--- src/rtl/instr_entry.sv ---
// Instruction entry: three presses (op, ra, rb) build an instruction offered on a valid/ready port.
// Optional button debounce is enabled by defining INSTR_ENTRY_DEBOUNCE_EN.
module instr_entry #(
    parameter int DEBOUNCE_CYCLES = 250000
) (
    input  logic       clock,
    input  logic       reset_n,
    input  logic       setButton,
    input  logic [3:0] inputs,
    input  logic       instr_ready,
    output logic       instr_valid,
    output logic [3:0] instr_op,
    output logic [3:0] instr_ra,
    output logic [3:0] instr_rb,
    output logic [1:0] phase,
    output logic [3:0] live_value,
    output logic       err
);

    typedef enum logic [1:0] {
        S_OP    = 2'd0,
        S_RA    = 2'd1,
        S_RB    = 2'd2,
        S_ISSUE = 2'd3
    } state_t;

    state_t     state;
    logic       btn_s1;
    logic       btn_s2;
    logic [3:0] in_s1;
    logic [3:0] in_s2;
    logic [1:0] settle;
    logic       settled;
    logic       deb_level;
    logic       prev_level;
    logic       press;

    // Two-flop synchronizers; the button idles released (high) out of reset.
    always_ff @(posedge clock or negedge reset_n) begin
        if (!reset_n) begin
            btn_s1 <= 1'b1;
            btn_s2 <= 1'b1;
            in_s1  <= 4'd0;
            in_s2  <= 4'd0;
        end else begin
            btn_s1 <= setButton;
            btn_s2 <= btn_s1;
            in_s1  <= inputs;
            in_s2  <= in_s1;
        end
    end

    assign live_value = in_s2;

    // Marks when the synchronizer has flushed its reset value and shows the real pin.
    always_ff @(posedge clock or negedge reset_n) begin
        if (!reset_n) begin
            settle <= 2'b00;
        end else begin
            settle <= {settle[0], 1'b1};
        end
    end

    assign settled = settle[1];

`ifdef INSTR_ENTRY_DEBOUNCE_EN
    localparam int CW = $clog2(DEBOUNCE_CYCLES + 1);

    logic [CW-1:0] cnt;

    // Accept a level change only after it has held for DEBOUNCE_CYCLES cycles.
    always_ff @(posedge clock or negedge reset_n) begin
        if (!reset_n) begin
            cnt       <= '0;
            deb_level <= 1'b0;
        end else if (!settled || (btn_s2 == deb_level)) begin
            cnt <= '0;
        end else if (cnt == CW'(DEBOUNCE_CYCLES - 1)) begin
            cnt       <= '0;
            deb_level <= btn_s2;
        end else begin
            cnt <= cnt + CW'(1);
        end
    end
`else
    // Held at "pressed" until the synchronizer has flushed, so a button held
    // through reset release cannot look like a fresh press.
    assign deb_level = settled ? btn_s2 : 1'b0;
`endif

    // Falling edge of the debounced level becomes a one-cycle press pulse.
    always_ff @(posedge clock or negedge reset_n) begin
        if (!reset_n) begin
            prev_level <= 1'b0;
            press      <= 1'b0;
        end else begin
            prev_level <= deb_level;
            press      <= prev_level & ~deb_level;
        end
    end

    // Entry sequencer with registered fields, valid and error pulse.
    always_ff @(posedge clock or negedge reset_n) begin
        if (!reset_n) begin
            state       <= S_OP;
            instr_valid <= 1'b0;
            instr_op    <= 4'd0;
            instr_ra    <= 4'd0;
            instr_rb    <= 4'd0;
            err         <= 1'b0;
        end else begin
            err <= 1'b0;
            unique case (state)
                S_OP: begin
                    if (press) begin
                        instr_op <= live_value;
                        state    <= S_RA;
                    end
                end
                S_RA: begin
                    if (press) begin
                        if (live_value[3]) begin
                            err <= 1'b1;
                        end else begin
                            instr_ra <= live_value;
                            state    <= S_RB;
                        end
                    end
                end
                S_RB: begin
                    if (press) begin
                        if (live_value[3]) begin
                            err <= 1'b1;
                        end else begin
                            instr_rb    <= live_value;
                            instr_valid <= 1'b1;
                            state       <= S_ISSUE;
                        end
                    end
                end
                S_ISSUE: begin
                    if (instr_ready) begin
                        instr_valid <= 1'b0;
                        state       <= S_OP;
                    end
                end
                default: begin
                    instr_valid <= 1'b0;
                    state       <= S_OP;
                end
            endcase
        end
    end

    assign phase = state;

endmodule

--- config.mk ---
export PLATFORM = sky130hd
export DESIGN_NAME = instr_entry
export DESIGN_NICKNAME = d
export VERILOG_FILES = /design/src/rtl/instr_entry.sv
export SDC_FILE = /design/constraint.sdc
export NUM_CORES = 1
export LEC_CHECK = 0
export ABC_AREA = 1
export BUFFER_PORTS_ARGS = -buffer_cell sky130_fd_sc_hd__buf_2
export CAP_MARGIN = 20
export CORE_MARGIN = 2
export CORE_UTILIZATION = 50
export DETAILED_ROUTE_END_ITERATION = 12
export PLACE_DENSITY = 0.76
export SETUP_SLACK_MARGIN = 0.4
export SYNTH_ARGS = -nofsm -noshare
export SYNTH_HDL_FRONTEND = slang
export SYNTH_SLANG_ARGS = --single-unit
--- constraint.sdc ---
create_clock -name clock -period 1.7 [get_ports clock]
set_input_delay 0.255 -clock clock [delete_from_list [all_inputs] [get_ports clock]]
set_output_delay 0.255 -clock clock [all_outputs]
set_load 0.005 [all_outputs]
; Yosys cells after proc, flatten, opt, wreduce, memory -nomap -nowiden
; Cells that the tools add are included.
[word_totals]
ff_bits = 28
in_bits = 8
[classes]
n_eq_ne = 9
muxes = 15
bitwise_logic = 3
n_reduce_logical = 8
[op_table]
columns = operator, count
row1 = $mux 2, 6
row2 = $ne 2x2->1 const B, 6
row3 = $pmux 2 s4, 1
row4 = $mux 1, 7
row5 = $reduce_and 3->1, 2
row6 = $reduce_and 6->1, 1
row7 = $eq 2x2->1 const B, 2
row8 = $reduce_and 4->1, 1
row9 = $eq 2x1->1 const B, 1
row10 = $logic_not 2->1, 1
row11 = $not 1->1, 2
row12 = $pmux 1 s2, 1
row13 = $reduce_and 2->1, 1
row14 = $reduce_bool 2->1, 1
row15 = $reduce_or 2->1, 1
row16 = $and 1x1->1, 1

; Depth between registers and ports, before layout
; Gate-level depths: netlist (run 1).
[depth]
depth_word = 3
depth_mapped = 8
depth_no_buf = 8

; Worst setup path before layout (run 1)
; OpenSTA, ideal clock, no wires.
[synth_path]
kind = flip-flop to flip-flop
startpoint = register state[0] (netlist: phase[0])
endpoint = register state[1] (netlist: phase[1])
setup_time_ns = 0.117
t_arrival_ns = 1.200
required_ns = 1.583
path_slack_ns = 0.383
stages_incl_launch_ff = 9
path_buffers = 0
cell_sequence = dfrtp_1 -> inv_1 -> ha_1 -> nand2_1 -> inv_1 -> nor2_2 -> nand3_2 -> nand2_1 -> nand2_1
[synth_via]
elab_chain_len = 3
word_cells_on_any_way = 12
cone_classes = eq/ne (9) / mux (1) / reduce/logical (2)
[synth_lines]
columns = item, line_no
row1 = "start, declared", 27  ; state_t state;
row2 = "start signal, assigned", 105  ; state <= S_OP;
row3 = "start signal, assigned", 117  ; state <= S_RA;
row4 = "start signal, assigned", 126  ; state <= S_RB;
row5 = $eq 2x1->1 (tied with other cells), 113  ; unique case (state)
row6 = $ne 2x2->1 (no source line), -
row7 = $reduce_and 6->1 (no source line), -
; Parallel ways exist; a longest one is shown, timed or not.
; A chain may end at the register's enable or synchronous reset.

; Worst setup path in the final report (run 1)
[layout_path]
startpoint = register state[1] (netlist: phase[1])
endpoint = register state[1] (netlist: phase[1])
; The elaborated chain is that of the path after synthesis.

==> results by group, run 1 <==
Status
  • Run status: finished, final reports clean

Run
  • # Max-Cap Violations: 0

STA
  • Hold_ws: 24.8 ps
  • Slew HR: 0.599
  • Worst setup margin: 388 ps
  • Final min period: 1310 ps
  • Max Slew Vio Count: 0
  • Measured slew at the worst slew-check pin: 601 ps
  • RSZ-0062 raised after global routing: true
  • Final TNS setup: 0 ps
  • Final worst-path cycle share: 0.772
  • Fmax: 762 MHz
  • Clock Skews: 4.33 ps
  • Final count of negative-setup-slack endpoints: 0
  • Hold Fails Final Rpt: 0

Setup path
  • Most frequent cell on the critical path: nand2_1
  • Worst path top cell family by delay: flip-flops
  • CP Launch Type: flop
  • Max FO, Critical Path: 6
  • Worst path bufs/invs: 1
  • CP max stage cell: dfrtp_2
  • Crit-path max cell delay: 500 ps
  • Critical path class: flop to flop
  • Data arrival, critical path: 1530 ps
  • Crit. End Element: flop
  • Crit-path cells: ha_4 -> nand2_2 -> inv_2 -> nor2_4 -> nand3_2 -> nand2_1 -> nand2_1
  • Req. time, crit path: 1920 ps

Synthesis
  • #FFs+latches synth: 28
  • Simple-gate area share of the yosys netlist: 0.143
  • Post-synthesis mux area share: 0
  • Largest family of logic cells by synthesized area: simple AND/OR/NAND/NOR gates
  • Synth Area in Adders: 0.0708
  • Post-synthesis xor/xnor area fraction: 0
  • Synthesized area per cell: 11.1 sq um
  • Ys Warns: 0
  • Synthesized area: 1060 sq um
  • Netlist cell types: 16
  • Syn Inst Count: 96
  • Seq/Total Area, Yosys: 0.663
  • Compound-Gate Fraction of Synth Area: 0.0637

Drt
  • WL final: 1.87 mm
  • Final antenna-violating net count: 0
  • Via Count: 734
  • DRC errors left: 0
  • Via density: 4.74
  • 1st-iter DRT viols: 18
  • Wire per inst: 12.1 microns
  • Pre-antenna DRT Iters: 4

Final layout
  • Fillers: 151
  • Final non-filler cell total: 155
  • Most frequent cells in the layout: 25 x dfrtp_1, 25 x buf_2, 22 x nand2_1, 9 x o21ai_0, 7 x inv_1
  • Antenna diode count: 0
  • Fraction of layout cells with a size suffix above 1: 0.391
  • Synth-to-Final Area Change: 26.9%
  • Final nets: 143

GRT
  • Number of global-route vias before repair: 709
  • Largest net degree at the start of global routing: 29
  • GRT Total Usage: 0.156
  • Global-route wire length before repair: 2.95 mm
  • Initial antenna violation count: 0
  • Gr ovfl total: 0

Floorplanning
  • I/O pin count: 28
  • Initial Utilization: 0.535
  • Die area: 2510 sq um
  • # rows: 16
  • Placeable core area: 1980 sq um
  • Die width: 50.1 microns
  • Die height: 50.1 microns

Clocking
  • Worst-skew pair later-pin latency: 320 ps
  • Clk pin slew, worst setup/hold paths: 140 ps
  • Total CTS buffers: 3
  • CTS tree: yes
  • Max Root-Sink Buffers: 2
  • Clock sinks: 28
  • CTS HTree Levels: 1
  • Clock root cell: clkbuf_4

Power
  • Max IR drop VDD: 1.00 mV
  • Power per Cell Area: 1610 nW/um^2
  • Lkg Pwr: 0.697 nW
  • Final Total Pwr: 2.17 mW

Placement
  • Final Wtd Congestion: 0.771
  • Port-buffer cells: 25
  • Pre-CTS setup slack: 334 ps
  • # placed instances: 147
  • Final HPWL DP: 1.20 mm

Worst hold path
  • HP Class: primary input to flop
[final cells by class]
class	instances	area, sq um	area share
sequential	28	704	0.523
multi-input combinational	56	350	0.260
timing repair buffer	29	164	0.122
inverter	11	41.3	0.0307
tap	27	33.8	0.0251
clock inverter	1	30.0	0.0223
clock buffer	3	22.5	0.0167
[through the flow]
step	util	area, sq um
6_report	0.679	1350
3_5_place_dp	0.612	1210
3_3_place_gp	0.612	1210
5_1_grt	0.679	1350
4_1_cts	0.663	1310
2_1_floorplan	-	1070
[metal layers]
layer  part of all wire  routed length [microns]  track usage  up-vias
met2               0.53                      996        0.274       17
met3              0.031                       58       0.0182        2
li1                   -                        -            -      359
met4             0.0070                       13       0.0787        0
met1               0.43                      799        0.187      356
met5                  0                        0            0        -
[flip-flops by register name, summed over array words and instances, names as in the netlist]
register,count
btn_s1,1
btn_s2,1
err,1
in_s1,4
instr_op,4
instr_ra,3
instr_rb,3
instr_valid,1
live_value,4
phase,2
press,1
prev_level,1
settle,2
[repair_timing]
action                     CTS  global route
setup endpoints to repair    6            13
pin swaps                    2             7
hold buffers                 2             0
hold endpoints to repair    27             0
gates resized for setup      7             9
buffers inserted             1             1
[cells by family after synthesis]
group	Yosys count
AND/OR/NAND/NOR	35
adder cells (fa/ha/maj)	6
buffers and inverters	13
AO/OA/AOI/OAI	12
flip-flops	28
other	2
[power breakdown]
| part | total (mW) | internal (mW) | switching, mW |
|---|---|---|---|
| sequential | 0.956 | 0.842 | 0.114 |
| combinational | 0.786 | 0.365 | 0.421 |
| clock | 0.425 | 0.238 | 0.187 |
[final timing paths]
| path | startpoint | to | slack (ps) | cells after the start |
|---|---|---|---|---|
| max in group asynchronous | reset_n | phase[1] | 820 | 2 |
| min in group asynchronous | reset_n | in_s1[0] | 450 | 2 |
| hold / removal | inputs[0] | in_s1[0] | 20 | 1 |
| setup reg to reg | phase[1] | phase[1] | 390 | 7 |
| hold reg to reg | in_s1[2] | live_value[2] | 370 | 0 |
| setup / recovery | phase[1] | phase[1] | 390 | 7 |
[cells in the mapped netlist, drive strengths merged]
library cell,number,share of area
dfstp,2,0.050
or2,1,0.0059
nor2,5,0.020
nand4,2,0.012
nand2,23,0.081
dfrtp,26,0.61
buf,2,0.014
nand3,4,0.024
conb,2,0.0071
inv,11,0.039
o21ai,11,0.055
ha,6,0.071
a21oi,1,0.0083
Power figures use the tool's default switching activity.
==> run 2: changes to the inputs <==
clock period = 1.4 ns   (was 1.7 ns; I/O delays follow)
==> run 2 against run 1 <==
- worst setup slack got worse by 300 ps
- clock skew fell by 1.8 ps
- sequential share of layout area fell by 6.0 points
- largest power group is now combinational logic
- core utilization rose by 8.9 points
- sequential cell count did not move
- largest cell class unchanged
- clock-buffer cell count did not move
- critical endpoint unchanged
==> results by group, run 2 (synthesis results as in run 1) <==
Drt
  • Via Count: 792
  • DRC errors left: 0
  • 1st-iter DRT viols: 14
  • WL final: 2.09 mm
  • Final antenna-violating net count: 0
  • Via density: 4.60
  • Wire per inst: 12.1 microns
  • Pre-antenna DRT Iters: 4

Final layout
  • Most frequent cells in the layout: 24 x dfrtp_1, 24 x buf_2, 20 x nand2_1, 15 x buf_4, 7 x inv_1
  • Synth-to-Final Area Change: 43.5%
  • Antenna diode count: 0
  • Fraction of layout cells with a size suffix above 1: 0.462
  • Final nets: 160

Setup path
  • Worst path top cell family by delay: flip-flops
  • Req. time, crit path: 1630 ps
  • Data arrival, critical path: 1540 ps
  • Most frequent cell on the critical path: nand2_1
  • Critical path class: flop to flop
  • Worst path bufs/invs: 1
  • CP Launch Type: flop
  • Crit-path max cell delay: 510 ps
  • Crit-path cells: ha_4 -> nand2_2 -> inv_2 -> nor2_4 -> nand3_2 -> nand2_1 -> nand2_1
  • Crit. End Element: flop
  • Max FO, Critical Path: 6
  • CP max stage cell: dfrtp_2

Worst hold path
  • HP Class: primary input to flop

STA
  • Slew HR: 0.616
  • Max Slew Vio Count: 0
  • Fmax: 764 MHz
  • Final count of negative-setup-slack endpoints: 0
  • Final TNS setup: 0 ps
  • Hold Fails Final Rpt: 0
  • Worst setup margin: 91.6 ps
  • RSZ-0062 raised after global routing: true
  • Clock Skews: 2.55 ps
  • Hold_ws: 352 ps
  • Measured slew at the worst slew-check pin: 576 ps
  • Final worst-path cycle share: 0.935
  • Final min period: 1310 ps

Placement
  • Port-buffer cells: 25
  • Final HPWL DP: 1.27 mm
  • Final Wtd Congestion: 0.859
  • Pre-CTS setup slack: 139 ps

Floorplanning
  • Die area: 2510 sq um
  • # rows: 16
  • Initial Utilization: 0.535
  • I/O pin count: 28
  • Die width: 50.1 microns
  • Die height: 50.1 microns
  • Placeable core area: 1980 sq um

Clocking
  • CTS HTree Levels: 1
  • Clock root cell: clkbuf_4
  • Worst-skew pair later-pin latency: 320 ps
  • Total CTS buffers: 3
  • CTS tree: yes
  • Clk pin slew, worst setup/hold paths: 140 ps
  • Max Root-Sink Buffers: 2
  • Clock sinks: 28

GRT
  • Initial antenna violation count: 0
  • GRT Total Usage: 0.180
  • Largest net degree at the start of global routing: 29
  • Gr ovfl total: 0
  • Global-route wire length before repair: 3.35 mm
  • Number of global-route vias before repair: 779

Power
  • Sw frac: 0.331
  • Max IR drop VDD: 1.20 mV
  • Cell-internal power: 1.98 mW
  • Lkg Pwr: 0.780 nW
  • Sequential power share: 0.398
  • P_sw: 0.981 mW
  • Combinational cell fraction of total power: 0.426
  • Power per Cell Area: 1940 nW/um^2
  • Clock power share: 0.176

Run
  • # Max-Cap Violations: 0

Status
  • Run status: finished, final reports clean
run 2: final timing paths:
| check | start | to | slack, ps | cells past startpoint |
|---|---|---|---|---|
| min reg2reg | in_s1[1] | live_value[1] | 370 | 0 |
| min in group asynchronous | reset_n | instr_op[1] | 390 | 2 |
| max in group asynchronous | reset_n | phase[0] | 600 | 2 |
| min | instr_ready | instr_valid | 350 | 5 |
| max reg2reg | phase[1] | phase[1] | 90 | 7 |
| max | phase[1] | phase[1] | 90 | 7 |
run 2: stage by stage:
| step | std cells | total power [mW] | utilization | instance area, sq um |
|---|---|---|---|---|
| 2_1_floorplan | 97 | 1.75 | - | 1110 |
| 3_3_place_gp | 147 | 2.04 | 0.633 | 1250 |
| 3_5_place_dp | 147 | 2.09 | 0.633 | 1250 |
| 4_1_cts | 167 | 2.82 | 0.740 | 1470 |
| 5_1_grt | 172 | 3.16 | 0.768 | 1520 |
| 6_report | 172 | 2.96 | 0.768 | 1520 |
run 2: power by group through the flow:
stage	combinational (mW)	sequential, mW	clock, mW
final	1.26	1.18	0.521
after floorplan	0.539	1.21	0
after CTS	1.12	1.17	0.525
after global placement	0.852	1.18	0
after detailed placement	0.894	1.19	0
after global routing	1.39	1.21	0.564
run 2: area by class of cell:
type,count,area [sq um]
Clock buffer,3,22.5
Clock inverter,1,30.0
Fill cell,118,459
Inverter,11,43.8
Multi-Input combinational cell,56,383
Sequential cell,28,706
Tap cell,27,33.8
Timing Repair Buffer,46,304
run 2: metal layers:
layer / GRT usage / routed length (microns) / vias up
met1: 0.196 / 886 / 381
li1: - / - / 390
met2: 0.329 / 1100 / 19
met5: 0 / 0 / -
met3: 0.0303 / 79 / 2
met4: 0.0926 / 19 / 0
run 2: what timing repair did:
item	in CTS	in global routing
endpoints found under the setup margin	32	32
setup buffers	10	5
hold buffers	6	0
pin swaps	6	1
hold endpoints to repair	31	0
resized for setup	7	6
run 2: worst reg2reg max path: cells and delay by family (launching register included):
kind	cells	cell delay, ps
flops	1	510
simple gates	5	450
fa+ha+maj	1	210
buf+inv	1	50
==> run 3: changes to the inputs <==
==> constraint.sdc (replaced) <==
create_clock -name clock -period 1.4 [get_ports clock]
set_input_delay 0.07 -clock clock [delete_from_list [all_inputs] [get_ports clock]]
set_output_delay 0.07 -clock clock [all_outputs]
set_load 0.005 [all_outputs]
==> run 3 against run 2 <==
- sequential share of layout area increased by 0.23 points
- cell count decreased by 5.2%
- critical path depth unchanged
- clock power about the same
==> results by group, run 3 (synthesis results as in run 1) <==
Setup path
  • R2r worst-path depth: 7
  • Reg-to-reg endpoint: phase[0]
  • CP Launch Type: flop
  • Start point of the critical path: phase[1]
  • Data arrival, critical path: 1500 ps
  • Crit. End Element: flop
  • Req. time, crit path: 1630 ps
  • Worst setup path end: phase[0]
  • Critical path class: flop to flop
  • Max FO, Critical Path: 6
  • Reg2reg setup slack: 120 ps
  • Reg-to-Reg Start: phase[1]

Final layout
  • Antenna diode count: 0
  • Fillers: 110
  • Synth-to-Final Area Change: 42.8%
  • Final nets: 151
  • Fraction of layout cells with a size suffix above 1: 0.478
  • Most frequent cells in the layout: 24 x dfrtp_1, 24 x buf_2, 16 x nand2_1, 7 x inv_1

STA
  • Measured slew at the worst slew-check pin: 589 ps
  • Clock Skews: 2.85 ps
  • Final worst-path cycle share: 0.913
  • Hold Fails Final Rpt: 0
  • Fmax: 782 MHz
  • Slew HR: 0.608
  • Final min period: 1280 ps
  • Max Slew Vio Count: 0
  • Final count of negative-setup-slack endpoints: 0
  • Final TNS setup: 0 ps
  • RSZ-0062 raised after global routing: true

Drt
  • DRC errors left: 0
  • Via density: 4.69
  • Via Count: 765
  • WL final: 2.00 mm
  • Pre-antenna DRT Iters: 4
  • 1st-iter DRT viols: 14
  • Final antenna-violating net count: 0
  • Wire per inst: 12.3 microns

Run
  • # Max-Cap Violations: 0

Floorplanning
  • Die area: 2510 sq um
  • Placeable core area: 1980 sq um
  • Initial Utilization: 0.535
  • I/O pin count: 28
  • Die height: 50.1 microns
  • # rows: 16
  • Die width: 50.1 microns

GRT
  • Gr ovfl total: 0
  • GRT Total Usage: 0.175
  • Number of global-route vias before repair: 747
  • Largest net degree at the start of global routing: 29
  • Global-route wire length before repair: 3.27 mm
  • Initial antenna violation count: 0

Power
  • Final Total Pwr: 2.98 mW
  • Lkg Pwr: 0.752 nW
  • Power per Cell Area: 1970 nW/um^2
  • Max IR drop VDD: 1.08 mV

Clocking
  • Total CTS buffers: 3
  • Max Root-Sink Buffers: 2
  • Clock root cell: clkbuf_4
  • CTS HTree Levels: 1
  • Worst-skew pair later-pin latency: 320 ps
  • Clk pin slew, worst setup/hold paths: 140 ps
  • CTS tree: yes
  • Clock sinks: 28

Status
  • Run status: finished, final reports clean

Worst hold path
  • HP Class: primary input to flop

Placement
  • Final Wtd Congestion: 0.859
  • Port-buffer cells: 25
  • Final HPWL DP: 1.27 mm
-- run 3: area by class of cell --
type                    instances  area [sq um]  share of cell area
clock buffers                   3          22.5              0.0149
inverters                      11          46.3              0.0306
well taps                      27          33.8              0.0223
multi-input cells              56           437               0.288
clock inverters                 1          30.0              0.0198
flip-flops and latches         28           706               0.466
repair buffers                 37           240               0.159
-- run 3: worst max-delay path: stages, from the launching register on --
cell and delay [ps]:
dfrtp_2 520, ha_4 210, nand2_2 70, inv_2 50, nor2_4 140, nand3_2 90
nand2_1 60, nand2_1 50
-- run 3: per-layer routing --
metal	vias up	GRT usage	wire length (microns)
met4	0	0.0880	19
li1	371	-	-
met1	371	0.200	849
met3	2	0.0303	80
met2	21	0.311	1050
met5	-	0	0
-- run 3: report_power, final --
part | switching (mW) | internal, mW
Combinational | 0.613 | 0.652
Clock | 0.228 | 0.289
Sequential | 0.169 | 1.03
Total | 1.01 | 1.97
-- run 3: worst min-delay path by stage --
| stage | slack (ps) | cells after the start | startpoint | endpoint |
|---|---|---|---|---|
| 5_1_grt | 240 | 5 | instr_ready | phase[1] |
| 3_5_place_dp | 110 | 1 | reset_n | instr_ra[2] |
| 4_1_cts | 180 | 5 | instr_ready | instr_valid |
| 3_3_place_gp | 100 | 1 | reset_n | instr_op[1] |
| 2_1_floorplan | -230 | 0 | reset_n | err |
| 6_report | 200 | 5 | instr_ready | phase[1] |
-- run 3: per-stage QoR --
step | utilization | hold slack (ps) | setup WS, ps | instance area, sq um | cells
finish | 0.765 | 196 | 121 | 1520 | 163
CTS | 0.717 | 178 | 138 | 1420 | 160
global placement | 0.633 | 103 | 190 | 1250 | 147
global route | 0.765 | 236 | 59.8 | 1520 | 163
detailed placement | 0.633 | 108 | 139 | 1250 | 147
floorplan | - | -226 | 243 | 1110 | 97
-- run 3: repair_timing --
| action | in CTS | in global routing |
|---|---|---|
| endpoints found under the setup margin | 16 | 17 |
| resized for setup | 9 | 20 |
| pin swaps | 6 | 10 |
| setup buffers | 3 | 3 |
| endpoints found under the hold margin | 31 | 0 |
| hold buffers | 6 | 0 |
